File: src/rtl/input_debouncer_if.sv
// Bundles the debouncer's per-bit input and output vectors.
// The testbench or top level drives raw_in; the debouncer drives the rest.
interface input_debouncer_if #(
    parameter int WIDTH = 4
);
    logic [WIDTH-1:0] raw_in;
    logic [WIDTH-1:0] level_out;
    logic [WIDTH-1:0] rise_pulse;
    logic [WIDTH-1:0] fall_pulse;

    modport master (output raw_in, input level_out, rise_pulse, fall_pulse);
    modport slave  (input raw_in, output level_out, rise_pulse, fall_pulse);
endinterface

File: src/rtl/input_debouncer.sv
// Per-bit debouncer for board push-buttons and switches.
// Each bit has a 2-flop synchronizer, a stability counter, a debounced level and rise/fall pulses.
module input_debouncer #(
    parameter int WIDTH         = 4,
    parameter int STABLE_CYCLES = 50000,
    parameter int ACTIVE_LOW    = 1
) (
    input  logic              clk,
    input  logic              reset,
    input_debouncer_if.slave  bus
);
    localparam int CW = (STABLE_CYCLES > 2) ? $clog2(STABLE_CYCLES) : 1;
    typedef logic [CW-1:0] cnt_t;
    localparam cnt_t CNT_LAST = cnt_t'(STABLE_CYCLES - 1);

    logic [WIDTH-1:0] logical_in;
    logic [WIDTH-1:0] s1_q, s2_q;
    logic [WIDTH-1:0] level_q, level_d;
    logic [WIDTH-1:0] rise_q, rise_d;
    logic [WIDTH-1:0] fall_q, fall_d;
    cnt_t             cnt_q [WIDTH];
    cnt_t             cnt_d [WIDTH];

    // Invert before synchronizing so everything downstream is active-high.
    assign logical_in = (ACTIVE_LOW != 0) ? ~bus.raw_in : bus.raw_in;

    always_comb begin
        // NOTE: every output gets a default first, so no path leaves a latch.
        level_d = level_q;
        rise_d  = '0;
        fall_d  = '0;
        for (int i = 0; i < WIDTH; i++) begin
            cnt_d[i] = '0;
            if (s2_q[i] != level_q[i]) begin
                if (cnt_q[i] == CNT_LAST) begin
                    level_d[i] = s2_q[i];
                    rise_d[i]  = s2_q[i];
                    fall_d[i]  = ~s2_q[i];
                end else begin
                    cnt_d[i] = cnt_q[i] + 1'b1;
                end
            end
        end
    end

    always_ff @(posedge clk or posedge reset) begin
        if (reset) begin
            s1_q    <= '0;
            s2_q    <= '0;
            level_q <= '0;
            rise_q  <= '0;
            fall_q  <= '0;
            // NOTE: the counters are a handful of flops, not a RAM, so they can and must be reset.
            for (int i = 0; i < WIDTH; i++) cnt_q[i] <= '0;
        end else begin
            // NOTE: non-blocking assignments keep s2_q sampling the old s1_q.
            s1_q    <= logical_in;
            s2_q    <= s1_q;
            level_q <= level_d;
            rise_q  <= rise_d;
            fall_q  <= fall_d;
            for (int i = 0; i < WIDTH; i++) cnt_q[i] <= cnt_d[i];
        end
    end

    assign bus.level_out  = level_q;
    assign bus.rise_pulse = rise_q;
    assign bus.fall_pulse = fall_q;
endmodule

File: src/flat_wrapper.sv
// flat-port wrapper written by rule: the top's interface ports become plain ports
module input_debouncer_flat 
#(
    parameter int WIDTH         = 4,
    parameter int STABLE_CYCLES = 50000,
    parameter int ACTIVE_LOW    = 1
)
  (clk, reset, bus_raw_in, bus_level_out, bus_rise_pulse, bus_fall_pulse);
  input_debouncer_if #(.WIDTH(WIDTH)) bus_i ();
  input  logic clk;
  input  logic reset;
  input wire logic [$bits(bus_i.raw_in)-1:0] bus_raw_in;
  output wire logic [$bits(bus_i.level_out)-1:0] bus_level_out;
  output wire logic [$bits(bus_i.rise_pulse)-1:0] bus_rise_pulse;
  output wire logic [$bits(bus_i.fall_pulse)-1:0] bus_fall_pulse;
  assign bus_i.raw_in = bus_raw_in;
  assign bus_level_out = bus_i.level_out;
  assign bus_rise_pulse = bus_i.rise_pulse;
  assign bus_fall_pulse = bus_i.fall_pulse;
  input_debouncer #(.WIDTH(WIDTH), .STABLE_CYCLES(STABLE_CYCLES), .ACTIVE_LOW(ACTIVE_LOW)) u_core (.clk(clk), .reset(reset), .bus(bus_i));
endmodule
File: config.mk
export PLATFORM = sky130hd
export DESIGN_NAME = input_debouncer_flat
export DESIGN_NICKNAME = d
export VERILOG_FILES = /design/src/rtl/input_debouncer_if.sv /design/src/rtl/input_debouncer.sv /design/src/flat_wrapper.sv
export SDC_FILE = /design/constraint.sdc
export NUM_CORES = 1
export LEC_CHECK = 0
export ABC_AREA = 1
export CAP_MARGIN = 10
export CORE_MARGIN = 8
export CORE_UTILIZATION = 55
export DETAILED_ROUTE_END_ITERATION = 8
export PLACE_DENSITY = 0.79
export SKIP_CTS_REPAIR_TIMING = 1
export SYNTH_ARGS = -nofsm -noshare
export SYNTH_HDL_FRONTEND = slang
export SYNTH_SLANG_ARGS = --single-unit
File: constraint.sdc
create_clock -name clk -period 2.67 [get_ports clk]
set_input_delay 0.534 -clock clk [delete_from_list [all_inputs] [get_ports clk]]
set_output_delay 0.534 -clock clk [all_outputs]
set_load 0.005 [all_outputs]
==> results of run 1 <==
-- flip-flops by register name, indices dropped and copies added, names as in the netlist --
name and flops:
u_core.bus.fall_pulse 4, u_core.s1_q 4, u_core.bus.level_out 4, u_core.cnt_q 64
u_core.bus.rise_pulse 4, u_core.s2_q 4
-- report_power, final --
| group | internal, mW | leakage, nW | total (mW) | switching (mW) |
|---|---|---|---|---|
| Clock | 0.415 | 0.0998 | 0.847 | 0.431 |
| Combinational | 0.0350 | 1.01 | 0.0998 | 0.0648 |
| Sequential | 1.29 | 1.15 | 1.31 | 0.0206 |
| Total | 1.74 | 2.25 | 2.26 | 0.517 |
-- synth_stat cells (all sizes together) --
library cell,number,area (µm²)
xnor2,10,87.6
a21oi,11,55.1
nor3,9,76.3
nand4,10,62.6
nand2,100,408
or2,4,27.5
o21ai,2,10.0
buf,3,15.0
nand3,49,278
o21bai,5,41.3
dfrtp,84,2100
a31oi,6,37.5
nor3b,1,12.5
xor2,19,166
a21o,1,7.51
inv,65,244
ha,4,50.1
nand3b,2,15.0
nor2,151,602
-- per-stage QoR --
step	cells	cell area [µm²]	hold slack [ps]	setup WS, ps
5_1_grt	671	4810	365	788
3_5_place_dp	655	4620	335	1130
6_report	671	4810	351	857
3_3_place_gp	655	4620	331	1160
4_1_cts	671	4810	352	828
2_1_floorplan	536	4300	331	1170
-- cells in the final DEF, fill, tap and decap left out, types with 3 or more instances in the layout --
master,Yosys,final
sky130_fd_sc_hd__o21bai_1,4,4
sky130_fd_sc_hd__inv_1,61,60
sky130_fd_sc_hd__nand3_1,44,44
sky130_fd_sc_hd__ha_1,4,4
sky130_fd_sc_hd__nand4_1,10,10
sky130_fd_sc_hd__or2_1,3,3
sky130_fd_sc_hd__xor2_1,19,19
sky130_fd_sc_hd__nand2_2,7,7
sky130_fd_sc_hd__nand2_1,91,91
sky130_fd_sc_hd__nor3_2,4,4
sky130_fd_sc_hd__clkdlybuf4s50_1,0,17
sky130_fd_sc_hd__nor2_1,145,145
sky130_fd_sc_hd__dfrtp_1,84,84
sky130_fd_sc_hd__nor2_4,4,4
sky130_fd_sc_hd__inv_2,4,4
sky130_fd_sc_hd__xnor2_1,10,10
sky130_fd_sc_hd__a21oi_1,11,11
sky130_fd_sc_hd__a31oi_1,6,6
sky130_fd_sc_hd__clkbuf_8,0,12
sky130_fd_sc_hd__nor3_1,4,4
sky130_fd_sc_hd__nand3_2,4,4
-- worst max-delay path by stage --
stage	start	endpoint	slack, ps	cells after the start
final	u_core.bus.level_out[0]	bus_level_out[0]	860	1
after global routing	u_core.bus.level_out[0]	bus_level_out[0]	790	1
after CTS	u_core.bus.level_out[0]	bus_level_out[0]	830	1
after detailed placement	reset	u_core.cnt_q[61]	1130	3
after global placement	reset	u_core.cnt_q[54]	1160	3
after floorplan	reset	u_core.bus.fall_pulse[0]	1170	1
-- kinds of logic after synthesis --
logic type / synth area share (%)
flops: 48.9
buf+inv: 6.03
simple gates: 34.5
fa+ha+maj: 1.16
compound gates: 3.52
xor+xnor: 5.91
-- cell type report --
type | count | area share (%)
clock inverters | 3 | 0.390
inverters | 65 | 5.15
multi-input cells | 384 | 40.3
well taps | 102 | 2.65
flip-flops and latches | 84 | 43.7
clock buffers | 13 | 3.51
repair buffers | 20 | 4.27
-- routing by layer --
metal,up-vias,track usage [%],wire (µm)
li1,1733,-,-
met1,1585,20.4,3790
met2,71,26.3,3810
met3,10,3.22,359
met4,0,6.41,117
met5,-,0,0
==> results.sh, run 1 <==
export IMPL_total_detailed_routing_wirelength_um=8080
export IMPL_overflow=0
export IMPL_combined_area_of_the_multi_input_logic_cells_um2=1940
export IMPL_clk_transition_reported_paths_ps=80
export IMPL_drive_gt1_share_pct=8.96
export IMPL_yosysWarningCount=0
export IMPL_tightest_slew_ps=465
export IMPL_cts_made_buffers=9
export IMPL_final_net_count=574
export IMPL_critical_path_slowest_cell="sky130_fd_sc_hd__clkdlybuf4s50_1"
export IMPL_r2r_end="u_core.cnt_q[4]"
export IMPL_rr_startpoint="u_core.cnt_q[0]"
export IMPL_placement_io_buffers=17
export IMPL_timing_critical_path_cells="clkdlybuf4s50_1"
export IMPL_detailedRoute_firstPassIterationCount=4
export IMPL_rsz_0062_raised_after_global_routing="false"
export IMPL_setup_viol=0
export IMPL_reg2reg_setup_slack_ps=1230
export IMPL_detail_route_wl_per_cell_um=12.0
export IMPL_end_kind="output port"
export IMPL_gpl_final_weighted_congestion=0.884
export IMPL_number_of_ports_placed_on_the_die_boundary=18
export IMPL_cts_buffer_depth=2
export IMPL_cts_root_buffer="sky130_fd_sc_hd__clkbuf_8"
export IMPL_worst_ep_required_time_ps=2140
export IMPL_yosys_register_bits=84
export IMPL_floorplan_rows=32
export IMPL_net_count_synth=546
export IMPL_worstSetupPathType="reg -> out"
export IMPL_hold_violations=0
export IMPL_grt_max_degree=37
export IMPL_sink_count_of_the_clock_tree=84
export IMPL_worstSkewPairLatency_ps=350
export IMPL_fin_crit_ps=1810
export IMPL_timing_critical_path_buf_inv=1
export IMPL_netlist_instances=536
export IMPL_slew_headroom_pct=68.9
export IMPL_timing_final_max_slew_violations=0
export IMPL_synth_lib_cells_used_distinct=30
export IMPL_drcViolationCount=0
export IMPL_first_pass_grt_wire_length_um=14900
export IMPL_grt_antenna_before_repair=0
export IMPL_core_area_um2=7650
export IMPL_fillCellCount=651
export IMPL_hold_path_end="u_core.s2_q[0]"
export IMPL_launch_instance_of_the_worst_min_delay_path="u_core.s1_q[0]"
export IMPL_maxClockFrequency_mhz=552
export IMPL_detailedRoute_firstIterationViolations=147
export IMPL_clock_tree_from_tritoncts="yes"
export IMPL_final_core_utilization_pct=62.9
export IMPL_critical_path_arrival_ps=1280
export IMPL_gr_usage_all_layers_pct=16.1
export IMPL_cellLeakagePower_nw=2.25
export IMPL_dieArea_um2=10900
export IMPL_avgSynthCellArea_um2=8.02
export IMPL_place_detailed_hpwl_um=5940
export IMPL_synth_yosys_seq_area_share_pct=48.9
export IMPL_max_cap_violations=0
export IMPL_ir_worst_vdd_uv=249
export IMPL_ff2ff_path_depth=6
export IMPL_antenna_cells=0
export IMPL_routed_via_density=5.07
export IMPL_chipWidth_um=104
export IMPL_timing_critical_path_from_type="register"
export IMPL_worst_clock_skew_ps=8.77
export IMPL_vias=3399
export IMPL_finalSetupTns_ps=0
export IMPL_signed_area_change_from_the_synthesized_netlist_to_the_final_layout_pct=11.8
export IMPL_die_y_um=104
export IMPL_seq_area_um2=2100
export IMPL_timing_critical_path_max_delay_family="buffers and inverters"
export IMPL_p_per_area_nw_per_um2=470
export IMPL_timing_critical_path_fanout_max=4
export IMPL_first_global_vias=3437
export IMPL_run_status="finished, final reports clean"
export IMPL_antenna_violating_nets_post_route=0
export IMPL_whs_path_depth=0
export IMPL_h_tree_depth=3
export IMPL_finalPower_mw=2.26
export IMPL_final_worst_path_cycle_share_pct=67.9
export IMPL_initial_utilization_pct=56.2
export IMPL_netlist_area_um2=4300
export IMPL_worst_hold_path_type="reg -> reg"
export IMPL_slowest_delay_ps=530
No activity file was read; power rests on OpenSTA's default activity.
==> run 2, diff against run 1 <==
--- a/config.mk
+++ b/config.mk
@@ -10,7 +10,7 @@
 export CORE_MARGIN = 8
 export CORE_UTILIZATION = 55
 export DETAILED_ROUTE_END_ITERATION = 8
-export PLACE_DENSITY = 0.79
+export PLACE_DENSITY = 0.76
 export SKIP_CTS_REPAIR_TIMING = 1
 export SYNTH_ARGS = -nofsm -noshare
 export SYNTH_HDL_FRONTEND = slang
==> constraint.sdc (replaced) <==
create_clock -name clk -period 1.8 [get_ports clk]
set_input_delay 0.36 -clock clk [delete_from_list [all_inputs] [get_ports clk]]
set_output_delay 0.36 -clock clk [all_outputs]
set_load 0.005 [all_outputs]
==> run 2 against run 1 <==
Effect of this change:
- clock skew is 8.6 ps higher
- sequential share of layout area is 0.20 points lower
- setup slack worse by 720 ps
- sequential power is 49% higher
- count of clock-buffer cells in the layout is 3 lower
- sequential cell count stayed put
- register-to-register slack worse by 890 ps
- core utilization is 0.29 points higher
- first-iteration DRC count is 24% higher
==> results.sh, run 2 (synthesized netlist as in run 1, its figures left out) <==
export IMPL_run_status="finished, final reports clean"
export IMPL_timing_final_max_slew_violations=0
export IMPL_finalPower_mw=3.52
export IMPL_overflow=0
export IMPL_gpl_final_weighted_congestion=0.968
export IMPL_timing_critical_path_buf_inv=1
export IMPL_sink_count_of_the_clock_tree=84
export IMPL_total_detailed_routing_wirelength_um=8390
export IMPL_fillCellCount=661
export IMPL_initial_utilization_pct=56.2
export IMPL_signed_area_change_from_the_synthesized_netlist_to_the_final_layout_pct=12.4
export IMPL_chipWidth_um=104
export IMPL_place_area_um2=4620
export IMPL_final_worst_path_cycle_share_pct=92.3
export IMPL_clock_power_share_pct=40.5
export IMPL_routed_via_density=5.12
export IMPL_timing_critical_path_from_type="register"
export IMPL_seq_power_share_pct=55.3
export IMPL_first_pass_grt_wire_length_um=14800
export IMPL_cts_made_buffers=9
export IMPL_postLayoutCellArea_um2=4830
export IMPL_antenna_cells=0
export IMPL_timing_critical_path_max_delay_family="buffers and inverters"
export IMPL_finalSetupTns_ps=0
export IMPL_setup_viol=0
export IMPL_antenna_violating_nets_post_route=0
export IMPL_placement_io_buffers=17
export IMPL_largest_register_ff_count=64
export IMPL_die_y_um=104
export IMPL_critical_path_arrival_ps=1300
export IMPL_clk_transition_reported_paths_ps=80
export IMPL_grt_max_degree=40
export IMPL_mostFrequentLayoutCells="145 x sky130_fd_sc_hd__nor2_1, 91 x sky130_fd_sc_hd__nand2_1, 84 x sky130_fd_sc_hd__dfrtp_1, 60 x sky130_fd_sc_hd__inv_1, 44 x sky130_fd_sc_hd__nand3_1"
export IMPL_cellLeakagePower_nw=2.26
export IMPL_first_global_vias=3329
export IMPL_drcViolationCount=0
export IMPL_fin_crit_ps=1660
export IMPL_worstSkewPairLatency_ps=360
export IMPL_critical_path_slowest_cell="sky130_fd_sc_hd__clkdlybuf4s50_1"
export IMPL_core_area_um2=7650
export IMPL_detail_route_wl_per_cell_um=12.5
export IMPL_place_detailed_hpwl_um=6160
export IMPL_hold_violations=0
export IMPL_internal_power_mw=2.74
export IMPL_worst_hold_path_type="in -> async"
export IMPL_power_share_combinational_pct=4.2
export IMPL_number_of_ports_placed_on_the_die_boundary=18
export IMPL_worst_clock_skew_ps=17.4
export IMPL_detailedRoute_firstIterationViolations=182
export IMPL_hold_worst_slack_ps=315
export IMPL_dieArea_um2=10900
export IMPL_detailedRoute_firstPassIterationCount=4
export IMPL_p_switching_mw=0.784
export IMPL_final_net_count=573
export IMPL_worst_ep_required_time_ps=1440
export IMPL_cts_buffer_depth=2
export IMPL_slew_headroom_pct=78.5
export IMPL_slowest_delay_ps=530
export IMPL_top_register="u_core.cnt_q"
export IMPL_h_tree_depth=3
export IMPL_end_kind="output port"
export IMPL_p_per_area_nw_per_um2=729
export IMPL_timing_critical_path_fanout_max=4
export IMPL_gr_usage_all_layers_pct=16.4
export IMPL_grt_antenna_before_repair=0
export IMPL_floorplan_rows=32
export IMPL_setup_slack_ps=138
export IMPL_worstSetupPathType="reg -> out"
export IMPL_timing_critical_path_cells="clkdlybuf4s50_1"
export IMPL_place_worst_setup_slack_ps=353
export IMPL_ir_worst_vdd_uv=506
export IMPL_max_cap_violations=0
export IMPL_cts_root_buffer="sky130_fd_sc_hd__clkbuf_8"
export IMPL_drive_gt1_share_pct=8.64
export IMPL_vias=3422
export IMPL_maxClockFrequency_mhz=602
export IMPL_rsz_0062_raised_after_global_routing="false"
export IMPL_clock_tree_from_tritoncts="yes"
export IMPL_layout_cells_most_common="sky130_fd_sc_hd__nor2_1"
export IMPL_swShare_pct=22.3
export IMPL_tightest_slew_ps=322
[run 2: metal layers]
metal | vias to the layer above | global-route usage, % | share of wire, % | routed length (µm)
li1 | 1734 | - | - | -
met2 | 66 | 26.9 | 47 | 3980
met4 | 0 | 7.24 | 1.1 | 95
met1 | 1615 | 20.0 | 46 | 3880
met5 | - | 0 | 0 | 0
met3 | 7 | 4.03 | 5.2 | 435
[run 2: path summary, 6_finish.rpt]
kind                       slack, ps  cells after the start                    start                       end
max in group asynchronous       1000                      3                    reset           u_core.cnt_q[9]
hold reg to reg                  350                      0           u_core.s1_q[1]            u_core.s2_q[1]
setup / recovery                 140                      1  u_core.bus.level_out[0]          bus_level_out[0]
min in group clk                 350                      0           u_core.s1_q[1]            u_core.s2_q[1]
setup reg to reg                 340                      6          u_core.cnt_q[0]           u_core.cnt_q[8]
hold / removal                   320                      2                    reset  u_core.bus.rise_pulse[2]
[run 2: power groups by stage]
stage	sequential, mW	clock (mW)	combinational, mW
4_1_cts	1.95	1.45	0.155
5_1_grt	1.95	1.53	0.175
3_3_place_gp	1.98	0	0.151
6_report	1.95	1.43	0.150
3_5_place_dp	1.99	0	0.154
2_1_floorplan	1.98	0	0.107
[run 2: cell type report]
type | count | area (µm²) | share of cell area, %
clock inverters | 5 | 77.6 | 1.61
repair buffers | 19 | 210 | 4.35
multi-input cells | 384 | 1940 | 40.1
flip-flops and latches | 84 | 2100 | 43.5
well taps | 102 | 128 | 2.64
inverters | 65 | 248 | 5.13
clock buffers | 10 | 128 | 2.64
[run 2: stage by stage]
stage / instances / utilization (%)
5_1_grt: 669 / 63.2
6_report: 669 / 63.2
4_1_cts: 669 / 63.2
3_5_place_dp: 654 / 60.5
2_1_floorplan: 536 / -
3_3_place_gp: 654 / 60.5
==> run 3, diff against run 2 <==
--- a/config.mk
+++ b/config.mk
@@ -6,11 +6,13 @@
 export NUM_CORES = 1
 export LEC_CHECK = 0
 export ABC_AREA = 1
+export ABC_CLOCK_PERIOD_IN_PS = 1800
 export CAP_MARGIN = 10
 export CORE_MARGIN = 8
 export CORE_UTILIZATION = 55
 export DETAILED_ROUTE_END_ITERATION = 8
 export PLACE_DENSITY = 0.76
+export REMOVE_ABC_BUFFERS = 1
 export SKIP_CTS_REPAIR_TIMING = 1
 export SYNTH_ARGS = -nofsm -noshare
 export SYNTH_HDL_FRONTEND = slang
==> run 3 against run 2 <==
Effect of this change:
- power decreased by 1.3%
- sequential cell count unchanged
- largest cell class unchanged
- cell count increased by 0.30%
- clock power decreased by 3%
==> results.sh, run 3 (synthesized netlist as in run 1, its figures left out) <==
export IMPL_rr_startpoint="u_core.cnt_q[16]"
export IMPL_place_area_um2=4630
export IMPL_antenna_cells=0
export IMPL_final_net_count=574
export IMPL_final_worst_path_cycle_share_pct=92.4
export IMPL_ir_worst_vdd_uv=446
export IMPL_clock_tree_from_tritoncts="yes"
export IMPL_end_kind="output port"
export IMPL_total_detailed_routing_wirelength_um=8400
export IMPL_cts_buffer_depth=2
export IMPL_detailedRoute_firstPassIterationCount=5
export IMPL_run_status="finished, final reports clean"
export IMPL_slowest_delay_ps=550
export IMPL_internal_power_mw=2.66
export IMPL_grt_antenna_before_repair=0
export IMPL_largest_register_ff_count=64
export IMPL_overflow=0
export IMPL_worst_hold_path_type="in -> async"
export IMPL_worstSetupPathType="reg -> out"
export IMPL_routed_via_density=5.17
export IMPL_clk_transition_reported_paths_ps=80
export IMPL_hold_worst_slack_ps=283
export IMPL_floorplan_rows=32
export IMPL_core_area_um2=7650
export IMPL_first_pass_grt_wire_length_um=15000
export IMPL_maxClockFrequency_mhz=601
export IMPL_post_layout_nonfiller_instances=671
export IMPL_p_per_area_nw_per_um2=719
export IMPL_placed_cell_count=655
export IMPL_swShare_pct=23.5
export IMPL_detail_route_wl_per_cell_um=12.5
export IMPL_cts_made_buffers=9
export IMPL_timing_critical_path_cells="clkdlybuf4s50_1"
export IMPL_h_tree_depth=3
export IMPL_timing_critical_path_from_type="register"
export IMPL_initial_utilization_pct=56.2
export IMPL_gpl_final_weighted_congestion=0.939
export IMPL_hold_violations=0
export IMPL_fin_crit_ps=1660
export IMPL_critical_path_slowest_cell="sky130_fd_sc_hd__clkdlybuf4s50_1"
export IMPL_drcViolationCount=0
export IMPL_power_share_combinational_pct=4.3
export IMPL_antenna_violating_nets_post_route=0
export IMPL_timing_critical_path_buf_inv=1
export IMPL_worst_ep_required_time_ps=1440
export IMPL_chipWidth_um=104
export IMPL_seq_power_share_pct=55.9
export IMPL_top_register="u_core.cnt_q"
export IMPL_final_core_utilization_pct=63.3
export IMPL_postLayoutCellArea_um2=4840
export IMPL_drive_gt1_share_pct=9.14
export IMPL_clock_power_share_pct=39.7
export IMPL_detailedRoute_firstIterationViolations=117
export IMPL_vias=3468
export IMPL_first_global_vias=3476
export IMPL_timing_critical_path_max_delay_family="buffers and inverters"
export IMPL_placement_io_buffers=17
export IMPL_grt_max_degree=32
export IMPL_slew_headroom_pct=75.8
export IMPL_tightest_slew_ps=362
export IMPL_max_cap_violations=0
export IMPL_timing_final_max_slew_violations=0
export IMPL_worst_clock_skew_ps=10.3
export IMPL_setup_viol=0
export IMPL_place_detailed_hpwl_um=6220
export IMPL_dieArea_um2=10900
export IMPL_worstSkewPairLatency_ps=350
export IMPL_p_switching_mw=0.817
export IMPL_cts_root_buffer="sky130_fd_sc_hd__clkbuf_8"
export IMPL_mostFrequentLayoutCells="145 x sky130_fd_sc_hd__nor2_1, 91 x sky130_fd_sc_hd__nand2_1, 84 x sky130_fd_sc_hd__dfrtp_1, 60 x sky130_fd_sc_hd__inv_1, 44 x sky130_fd_sc_hd__nand3_1"
export IMPL_gr_usage_all_layers_pct=16.4
export IMPL_die_y_um=104
export IMPL_timing_critical_path_fanout_max=4
export IMPL_beginning_of_the_critical_path="u_core.bus.level_out[3]"
export IMPL_cellLeakagePower_nw=2.26
export IMPL_number_of_ports_placed_on_the_die_boundary=18
export IMPL_rsz_0062_raised_after_global_routing="false"
export IMPL_layout_cells_most_common="sky130_fd_sc_hd__nor2_1"
export IMPL_sink_count_of_the_clock_tree=84
export IMPL_critical_path_arrival_ps=1300
export IMPL_signed_area_change_from_the_synthesized_netlist_to_the_final_layout_pct=12.6
-- run 3: cell count changes in the layout (fill, tap and decap cells not counted) --
cell / previous run / this run
sky130_fd_sc_hd__inv_6: 0 / 2
sky130_fd_sc_hd__clkbuf_1: 1 / 0
sky130_fd_sc_hd__clkinv_4: 0 / 1
sky130_fd_sc_hd__buf_4: 0 / 1
sky130_fd_sc_hd__clkbuf_8: 9 / 10
sky130_fd_sc_hd__bufinv_16: 2 / 1
sky130_fd_sc_hd__clkinv_2: 2 / 1
-- run 3: metrics by stage --
| step | setup WS (ps) | power (mW) | setup TNS [ps] |
|---|---|---|---|
| 2_1_floorplan | -725 | 2.08 | -60910 |
| 3_3_place_gp | 430 | 2.13 | 0 |
| 3_5_place_dp | 399 | 2.14 | 0 |
| 4_1_cts | 114 | 3.51 | 0 |
| 5_1_grt | 57.0 | 3.65 | 0 |
| 6_report | 136 | 3.48 | 0 |
-- run 3: final timing paths --
path                       slack (ps)               end  depth (start not counted)
max                               140  bus_level_out[3]                          1
max in group asynchronous        1000  u_core.cnt_q[59]                          3
min reg2reg                       350    u_core.s2_q[1]                          0
min in group clk                  350    u_core.s2_q[1]                          0
min                               280  u_core.cnt_q[27]                          2
max reg2reg                       380  u_core.cnt_q[26]                          7
-- run 3: cell type report --
type / count / area [µm²]
Timing Repair Buffer: 20 / 218
Sequential cell: 84 / 2100
Clock inverter: 6 / 71.3
Multi-Input combinational cell: 384 / 1940
Inverter: 65 / 245
Tap cell: 102 / 128
Clock buffer: 10 / 138
Fill cell: 629 / 2810
-- run 3: metal layers --
metal	global-route usage, %	share of wire (%)
met1	20.4	45
met2	26.6	48
met3	4.21	5.6
met4	6.31	1.2
met5	0	0
-- run 3: power groups by stage --
stage / clock network, mW / logic (mW) / registers (mW)
global placement: 0 / 0.150 / 1.98
floorplan: 0 / 0.103 / 1.98
finish: 1.38 / 0.151 / 1.95
CTS: 1.41 / 0.156 / 1.95
detailed placement: 0 / 0.155 / 1.98
global route: 1.52 / 0.175 / 1.95
